`src/rtl/mul_share_arbiter.sv`:
```
// ============================================================================
// mul_share_arbiter
// ----------------------------------------------------------------------------
// Shares one external combinational W x W unsigned multiplier between two
// requesters. Picks a requester, registers its operands onto the multiplier
// and captures the 2W-bit product. The product goes back with the requester
// ID over a valid/ready response channel.
//
// When both requesters are valid, the one that did not win last time is
// picked. last_grant starts at 1, so requester 0 wins the first tie.
//
// One operation takes three states: IDLE (grant), CALC (multiply) and
// RESP (hold the result until the consumer accepts it). The arbiter takes
// no new operands while an operation is in flight.
//
// Optional feature (compile-time macro MUL_ARB_CNT_EN):
//   Adds parameter CNT_W and output port op_count. op_count counts completed
//   responses and wraps modulo 2^CNT_W. With the macro undefined, neither the
//   parameter, the port nor the counter exists.
//
// Parameters
//   W      operand width; the product is 2*W bits wide
//   CNT_W  op_count width (only with MUL_ARB_CNT_EN)
//
// Ports
//   clk         clock, rising edge
//   rst_n       asynchronous reset, active-low
//   req0_valid  requester 0 has an operation
//   req0_ready  requester 0 operands accepted this cycle (combinational)
//   req0_a/b    requester 0 operands
//   req1_valid  requester 1 has an operation
//   req1_ready  requester 1 operands accepted this cycle (combinational)
//   req1_a/b    requester 1 operands
//   mul_a/b     registered operands driven to the shared multiplier
//   mul_out     product returned by the shared multiplier
//   rsp_valid   result available
//   rsp_ready   consumer accepts the result
//   rsp_data    registered product
//   rsp_id      requester that owns rsp_data
//   busy        high whenever the FSM is not in IDLE
//   op_count    completed operations (only with MUL_ARB_CNT_EN)
// ============================================================================
module mul_share_arbiter #(
    parameter int W = 4
`ifdef MUL_ARB_CNT_EN
    ,
    parameter int CNT_W = 16
`endif
) (
    input  logic             clk,
    input  logic             rst_n,
    input  logic             req0_valid,
    output logic             req0_ready,
    input  logic [W-1:0]     req0_a,
    input  logic [W-1:0]     req0_b,
    input  logic             req1_valid,
    output logic             req1_ready,
    input  logic [W-1:0]     req1_a,
    input  logic [W-1:0]     req1_b,
    output logic [W-1:0]     mul_a,
    output logic [W-1:0]     mul_b,
    input  logic [2*W-1:0]   mul_out,
    output logic             rsp_valid,
    input  logic             rsp_ready,
    output logic [2*W-1:0]   rsp_data,
    output logic             rsp_id,
    output logic             busy
`ifdef MUL_ARB_CNT_EN
    ,
    output logic [CNT_W-1:0] op_count
`endif
);

    typedef enum logic [1:0] {
        IDLE = 2'd0,
        CALC = 2'd1,
        RESP = 2'd2
    } state_t;

    state_t state;
    logic   last_grant;     // requester granted most recently
    logic   grant_id_p0;    // owner of the operands now on mul_a/mul_b
    logic   grant0;
    logic   grant1;

    // Round-robin choice. This logic only looks at the valid lines. Gating
    // by state is done on the ready outputs and in the FSM.
    always_comb begin
        grant0 = 1'b0;
        grant1 = 1'b0;
        if (req0_valid && req1_valid) begin
            grant0 = last_grant;
            grant1 = !last_grant;
        end else begin
            grant0 = req0_valid;
            grant1 = req1_valid;
        end
    end

    // The readies stay low while reset is held, even when a requester is
    // already valid. The decode above gives at most one grant, so both
    // readies are never high together.
    assign req0_ready = rst_n && (state == IDLE) && grant0;
    assign req1_ready = rst_n && (state == IDLE) && grant1;

    always_ff @(posedge clk or negedge rst_n) begin
        if (!rst_n) begin
            state       <= IDLE;
            last_grant  <= 1'b1;
            grant_id_p0 <= 1'b0;
            mul_a       <= '0;
            mul_b       <= '0;
            rsp_data    <= '0;
            rsp_id      <= 1'b0;
            rsp_valid   <= 1'b0;
            busy        <= 1'b0;
        end else begin
            case (state)
                // ---- stage 0: grant and register the operands ----
                IDLE: begin
                    if (grant0 || grant1) begin
                        mul_a       <= grant1 ? req1_a : req0_a;
                        mul_b       <= grant1 ? req1_b : req0_b;
                        grant_id_p0 <= grant1;
                        last_grant  <= grant1;
                        busy        <= 1'b1;
                        state       <= CALC;
                    end
                end
                // ---- stage 1: capture the product ----
                // mul_a/mul_b stay unchanged. The next grant is the only
                // thing that updates them.
                CALC: begin
                    rsp_data  <= mul_out;
                    rsp_id    <= grant_id_p0;
                    rsp_valid <= 1'b1;
                    state     <= RESP;
                end
                // ---- stage 2: hold the response until it is accepted ----
                RESP: begin
                    if (rsp_ready) begin
                        rsp_valid <= 1'b0;
                        busy      <= 1'b0;
                        state     <= IDLE;
                    end
                end
                default: begin
                    rsp_valid <= 1'b0;
                    busy      <= 1'b0;
                    state     <= IDLE;
                end
            endcase
        end
    end

`ifdef MUL_ARB_CNT_EN
    // Counts accepted responses. The counter wraps on overflow.
    always_ff @(posedge clk or negedge rst_n) begin
        if (!rst_n) begin
            op_count <= '0;
        end else if (rsp_valid && rsp_ready) begin
            op_count <= op_count + 1'b1;
        end
    end
`endif

endmodule

```
`config.mk`:
```
export PLATFORM = sky130hd
export DESIGN_NAME = mul_share_arbiter
export DESIGN_NICKNAME = d
export VERILOG_FILES = /design/src/rtl/mul_share_arbiter.sv
export SDC_FILE = /design/constraint.sdc
export NUM_CORES = 1
export LEC_CHECK = 0
export CAP_MARGIN = 10
export CORE_MARGIN = 1
export CORE_UTILIZATION = 45
export CTS_BUF_LIST = sky130_fd_sc_hd__clkbuf_8
export CTS_CLUSTER_SIZE = 25
export DETAILED_ROUTE_END_ITERATION = 8
export PLACE_DENSITY = 0.95
export SETUP_SLACK_MARGIN = 0.2
export SLEW_MARGIN = 20
export SYNTH_ARGS = -nofsm -noshare
export SYNTH_HDL_FRONTEND = slang
export SYNTH_SLANG_ARGS = --single-unit
```
`constraint.sdc`:
```
create_clock -name clk -period 2.6 [get_ports clk]
set_input_delay 0.26 -clock clk [delete_from_list [all_inputs] [get_ports clk]]
set_output_delay 0.26 -clock clk [all_outputs]
set_load 0.02 [all_outputs]
```
==> results of run 1 <==
==> logic make-up after synthesis <==
kind of cell | share of synthesized area
mux | 0.0953
buf+inv | 0.0482
compound gates | 0.218
simple gates | 0.0965
flops | 0.542
==> layer usage <==
metal | up-vias | wire (um) | track usage
li1 | 420 | - | -
met4 | 0 | 41 | 0.116
met2 | 43 | 1170 | 0.369
met5 | - | 0 | 0
met1 | 397 | 918 | 0.200
met3 | 6 | 166 | 0.0364
==> final cells by class <==
class | count | area [um2]
well taps | 28 | 35.0
clock inverters | 1 | 3.75
repair buffers | 52 | 513
flip-flops and latches | 23 | 577
inverters | 3 | 11.3
fillers | 154 | 596
clock buffers | 3 | 41.3
multi-input cells | 60 | 435
==> path summary, 6_finish.rpt <==
kind | start | cells after the start | end
setup / recovery | state[1]$_DFFE_PN0P_ | 3 | req0_ready
hold reg to reg | rsp_valid$_DFFE_PN0P_ | 1 | rsp_valid$_DFFE_PN0P_
min in group clk | rsp_valid$_DFFE_PN0P_ | 1 | rsp_valid$_DFFE_PN0P_
setup reg to reg | state[1]$_DFFE_PN0P_ | 4 | mul_a[2]$_DFFE_PN0P_
hold / removal | rst_n | 1 | mul_a[1]$_DFFE_PN0P_
max in group asynchronous | rst_n | 2 | last_grant$_DFFE_PN1P_
==> critical path, stage by stage (launching register included) <==
cell and delay, ns:
dfrtp_1 0.43, nor2_1 0.29, o2111a_1 0.25, clkdlybuf4s50_1 0.60
==> power breakdown <==
group / total, uW / internal [uW] / switching (uW)
logic: 1040 / 530 / 508
registers: 668 / 547 / 121
clock network: 209 / 105 / 104
total: 1910 / 1180 / 733
==> placed cells by master (no fill, tap or decap), drive strengths merged, types with 3 or more instances in the layout <==
cell and instances:
dfrtp 22, nand2 18, a21oi 10, buf 3
a31oi 9, mux2 9, clkdlybuf4s50 49, clkbuf 3
nor2 3, o21ai 3, inv 4
==> flip-flops by register name, indices dropped and copies added, names as in the netlist <==
name and count:
rsp_data 8, mul_a 4, rsp_valid 1, state 2
busy 1, mul_b 4, last_grant 1, grant_id_p0 1
rsp_id 1
==> per-stage QoR <==
step	setup slack [ns]	hold WS [ns]	utilization	instance area, um2	instances
after CTS	0.503	0.198	0.731	1620	170
after global routing	0.417	0.205	0.731	1620	170
after global placement	0.600	0.463	0.710	1570	166
after floorplan	1.22	-0.0356	-	1060	90
final	0.511	0.207	0.731	1620	170
after detailed placement	0.571	0.475	0.710	1570	166
==> results.sh, run 1 <==
export IMPL_diodes=0
export IMPL_final_setup_skew_ns=0.00624
export IMPL_gp_congestion=0.718
export IMPL_setup_viol=0
export IMPL_fp_dieW_um=50.6
export IMPL_grt_setup_unrepaired="no"
export IMPL_period_needed_ns=2.09
export IMPL_netlist_cell_type_count=25
export IMPL_grt_pass1_wl_um=3680
export IMPL_powerDensity_nw_per_um2=1180
export IMPL_cp_data_required_time_ns=2.34
export IMPL_grt_pass1_vias=912
export IMPL_cts_buffers=3
export IMPL_clkTransAtPathRegs_ns=0.08
export IMPL_async_reset_ff_frac=1.00
export IMPL_synth_area_um2=1060
export IMPL_yosys_warnings=0
export IMPL_synth_area_leader_cell="dfrtp_1"
export IMPL_ys_top_cells_by_count="dfrtp_1, nand2_1, a21oi_1"
export IMPL_synth_nets=119
export IMPL_clkSinkCount=23
export IMPL_drc=0
export IMPL_grt_start_max_net_pins=22
export IMPL_die_h_um=50.6
export IMPL_maxSlewHeadroom=0.679
export IMPL_syn_to_final_growth_pct=52.0
export IMPL_p_leak_uw=0.000663
export IMPL_dieArea_um2=2560
export IMPL_placementRows=17
export IMPL_nets=172
export IMPL_drv_slew=0
export IMPL_cts_hold_buf=0
export IMPL_viasPerCell=5.09
export IMPL_grt_overflow_total=0
export IMPL_synthDominantCellAreaShare=0.518
export IMPL_start_util=0.481
export IMPL_yosysMostFrequentCell="dfrtp_1"
export IMPL_clock_fmax_ghz=0.479
export IMPL_synth_area_per_cell_um2=11.8
export IMPL_cts_resized=0
export IMPL_ys_seq_elements=23
export IMPL_final_layout_size_suffix_gt1_frac=0.204
export IMPL_antenna_left=0
export IMPL_drtPass1Iterations=2
export IMPL_cts_root_buffer="clkbuf_8"
export IMPL_worstSkewPairLatency_ns=0.26
export IMPL_core_um2=2210
export IMPL_hp_class="in2async"
export IMPL_synth_seq_area_share=0.542
export IMPL_vias=866
export IMPL_totalPowerFinal_uw=1910
export IMPL_ys_dominant_reg_cell="dfrtp_1"
export IMPL_drt_wirelength_per_cell_um=13.5
export IMPL_status="completed"
export IMPL_crit_fanout=5
export IMPL_postCtsSetupBuffers=0
export IMPL_cts_tree="done"
export IMPL_r2r_setup_slack_ns=1.15
export IMPL_finalSetupTns_ns=0
export IMPL_synthTopCellsByArea="dfrtp_1, mux2_2, a31oi_2"
export IMPL_synth_edf_count=0
export IMPL_grt_total_usage=0.197
export IMPL_cts_max_path_buffers=2
export IMPL_io_buffers=49
export IMPL_period_share=0.804
export IMPL_crit_arrival_ns=1.83
export IMPL_cp_start_kind="flop"
export IMPL_crit_type="reg2out"
export IMPL_hold_viol=0
export IMPL_cp_end_kind="output port"
export IMPL_max_slew_worst_pin_slew_ns=0.480
export IMPL_syn_inst=90
export IMPL_drt_iter0_drc=9
export IMPL_peakVddDrop_mv=0.701
export IMPL_io_pin_count=50
export IMPL_drv_cap=0
export IMPL_grt_antenna_before_repair=0
export IMPL_htreeDepth=1
export IMPL_wirelength_um=2300
No activity file was read; power rests on OpenSTA's default activity.
==> run 2, diff against run 1 <==
CORE_UTILIZATION = 38   (was 45)
PLACE_DENSITY = 0.89   (was 0.95)
clock period = 1.7 ns   (was 2.6 ns; I/O delays follow)
==> run 2 against run 1 <==
Clock-buffer cell count is the same. Cell count grew 4.7%. Highest routed layer unchanged. Critical path depth shrank 2. Clock power grew 60%.
==> results.sh, run 2 (same netlist as run 1, synthesis figures left out) <==
export IMPL_fp_dieW_um=54.9
export IMPL_period_share=0.851
export IMPL_largest_registers="rsp_data x8, mul_a x4, mul_b x4"
export IMPL_max_slew_worst_pin_slew_ns=0.302
export IMPL_htreeDepth=1
export IMPL_top_register="rsp_data"
export IMPL_cts_hold_buf=0
export IMPL_worstSkewPairLatency_ns=0.26
export IMPL_antenna_left=0
export IMPL_crit_type="reg2out"
export IMPL_path_buf_inv=1
export IMPL_setup_viol=0
export IMPL_period_needed_ns=1.45
export IMPL_cts_root_buffer="clkbuf_8"
export IMPL_cts_tree="done"
export IMPL_drc=0
export IMPL_cts_buffers=3
export IMPL_r2r_setup_slack_ns=0.33
export IMPL_io_buffers=49
export IMPL_cp_data_required_time_ns=1.53
export IMPL_final_cells=178
export IMPL_path_delay_family="buffers and inverters"
export IMPL_clock_fmax_ghz=0.691
export IMPL_diodes=0
export IMPL_n_fill_cell=228
export IMPL_grt_setup_unrepaired="no"
export IMPL_vias=908
export IMPL_drtPass1Iterations=4
export IMPL_placementRows=18
export IMPL_powerDensity_nw_per_um2=1810
export IMPL_crit_arrival_ns=1.28
export IMPL_layout_commonest_cell="clkdlybuf4s50_1"
export IMPL_status="completed"
export IMPL_final_layout_size_suffix_gt1_frac=0.264
export IMPL_wirelength_um=2510
export IMPL_dieArea_um2=3010
export IMPL_grt_pass1_wl_um=3790
export IMPL_peakVddDrop_mv=1.13
export IMPL_cp_end_kind="output port"
export IMPL_clkSinkCount=23
export IMPL_fin_ws_ns=0.254
export IMPL_cp_cell_sequence="clkdlybuf4s50_1"
export IMPL_rr_endpoint="rsp_data[4]$_DFFE_PN0P_"
export IMPL_grt_antenna_before_repair=0
export IMPL_largest_reg_flops=8
export IMPL_rr_worst_depth=4
export IMPL_final_cell_mix="clkdlybuf4s50_1, dfrtp_1, nand2_1"
export IMPL_drv_cap=0
export IMPL_fin_area_um2=1670
export IMPL_totalPowerFinal_uw=3030
export IMPL_slowest_delay_ns=0.62
export IMPL_pre_cts_ws_ns=-0.150
export IMPL_final_setup_skew_ns=0.00201
export IMPL_reg2reg_from="state[0]$_DFFE_PN0P_"
export IMPL_cts_max_path_buffers=2
export IMPL_dp_final_hpwl_um=1910
export IMPL_nets=178
export IMPL_cpMaxStageDelayCell="clkdlybuf4s50_1"
export IMPL_grt_total_usage=0.184
export IMPL_path_depth=1
export IMPL_start_util=0.414
export IMPL_clkTransAtPathRegs_ns=0.08
export IMPL_drt_iter0_drc=11
export IMPL_place_inst=172
export IMPL_grt_pass1_vias=866
export IMPL_maxSlewHeadroom=0.799
export IMPL_die_h_um=54.9
export IMPL_drt_wirelength_per_cell_um=14.1
export IMPL_hold_viol=0
export IMPL_gp_congestion=0.767
export IMPL_grt_start_max_net_pins=22
export IMPL_grt_overflow_total=0
export IMPL_cp_start_kind="flop"
export IMPL_core_um2=2570
export IMPL_p_leak_uw=0.000696
export IMPL_viasPerCell=5.10
export IMPL_drv_slew=0
export IMPL_io_pin_count=50
export IMPL_syn_to_final_growth_pct=56.8
export IMPL_crit_fanout=3
export IMPL_hp_class="in2async"
export IMPL_dpl_cell_area_um2=1600
run 2: metrics by stage:
| stage | setup TNS (ns) | hold slack, ns | util |
|---|---|---|---|
| CTS | 0 | 0.225 | 0.647 |
| floorplan | 0 | -0.126 | - |
| detailed placement | -0.166 | 0.476 | 0.625 |
| finish | 0 | 0.235 | 0.650 |
| global placement | -0.129 | 0.471 | 0.625 |
| global route | 0 | 0.240 | 0.650 |
run 2: layer usage:
layer	up-vias	GRT usage	wire length (um)
li1	430	-	-
met1	426	0.212	974
met2	49	0.323	1230
met3	3	0.0546	280
met4	0	0.0625	25
met5	-	0	0
run 2: final cells by class:
| class | instances | area [um2] | area share |
|---|---|---|---|
| sequential | 23 | 578 | 0.347 |
| timing repair buffer | 58 | 548 | 0.329 |
| multi-input combinational | 60 | 448 | 0.269 |
| clock buffer | 3 | 41.3 | 0.0248 |
| tap | 30 | 37.5 | 0.0225 |
| inverter | 3 | 11.3 | 0.00675 |
| clock inverter | 1 | 3.75 | 0.00225 |
run 2: worst max-delay path by stage:
stage | start | to
after global placement | req1_valid | req1_ready
after floorplan | state[1]$_DFFE_PN0P_ | req0_ready
final | busy$_DFFE_PN0P_ | busy
after CTS | state[0]$_DFFE_PN0P_ | rsp_data[4]$_DFFE_PN0P_
after detailed placement | req1_valid | req1_ready
after global routing | req1_valid | req1_ready
run 2: what timing repair did:
item,in CTS,in global routing
buffers inserted,1,1
hold endpoints to repair,0,0
setup endpoints to repair,2,10
gates resized for setup,10,2
gates cloned,0,0
run 2: report_power, final:
part	internal [uW]	leakage, uW	switching (uW)
logic	860	0.000405	813
registers	838	0.000264	181
clock network	161	0.0000269	172
total	1860	0.000696	1170
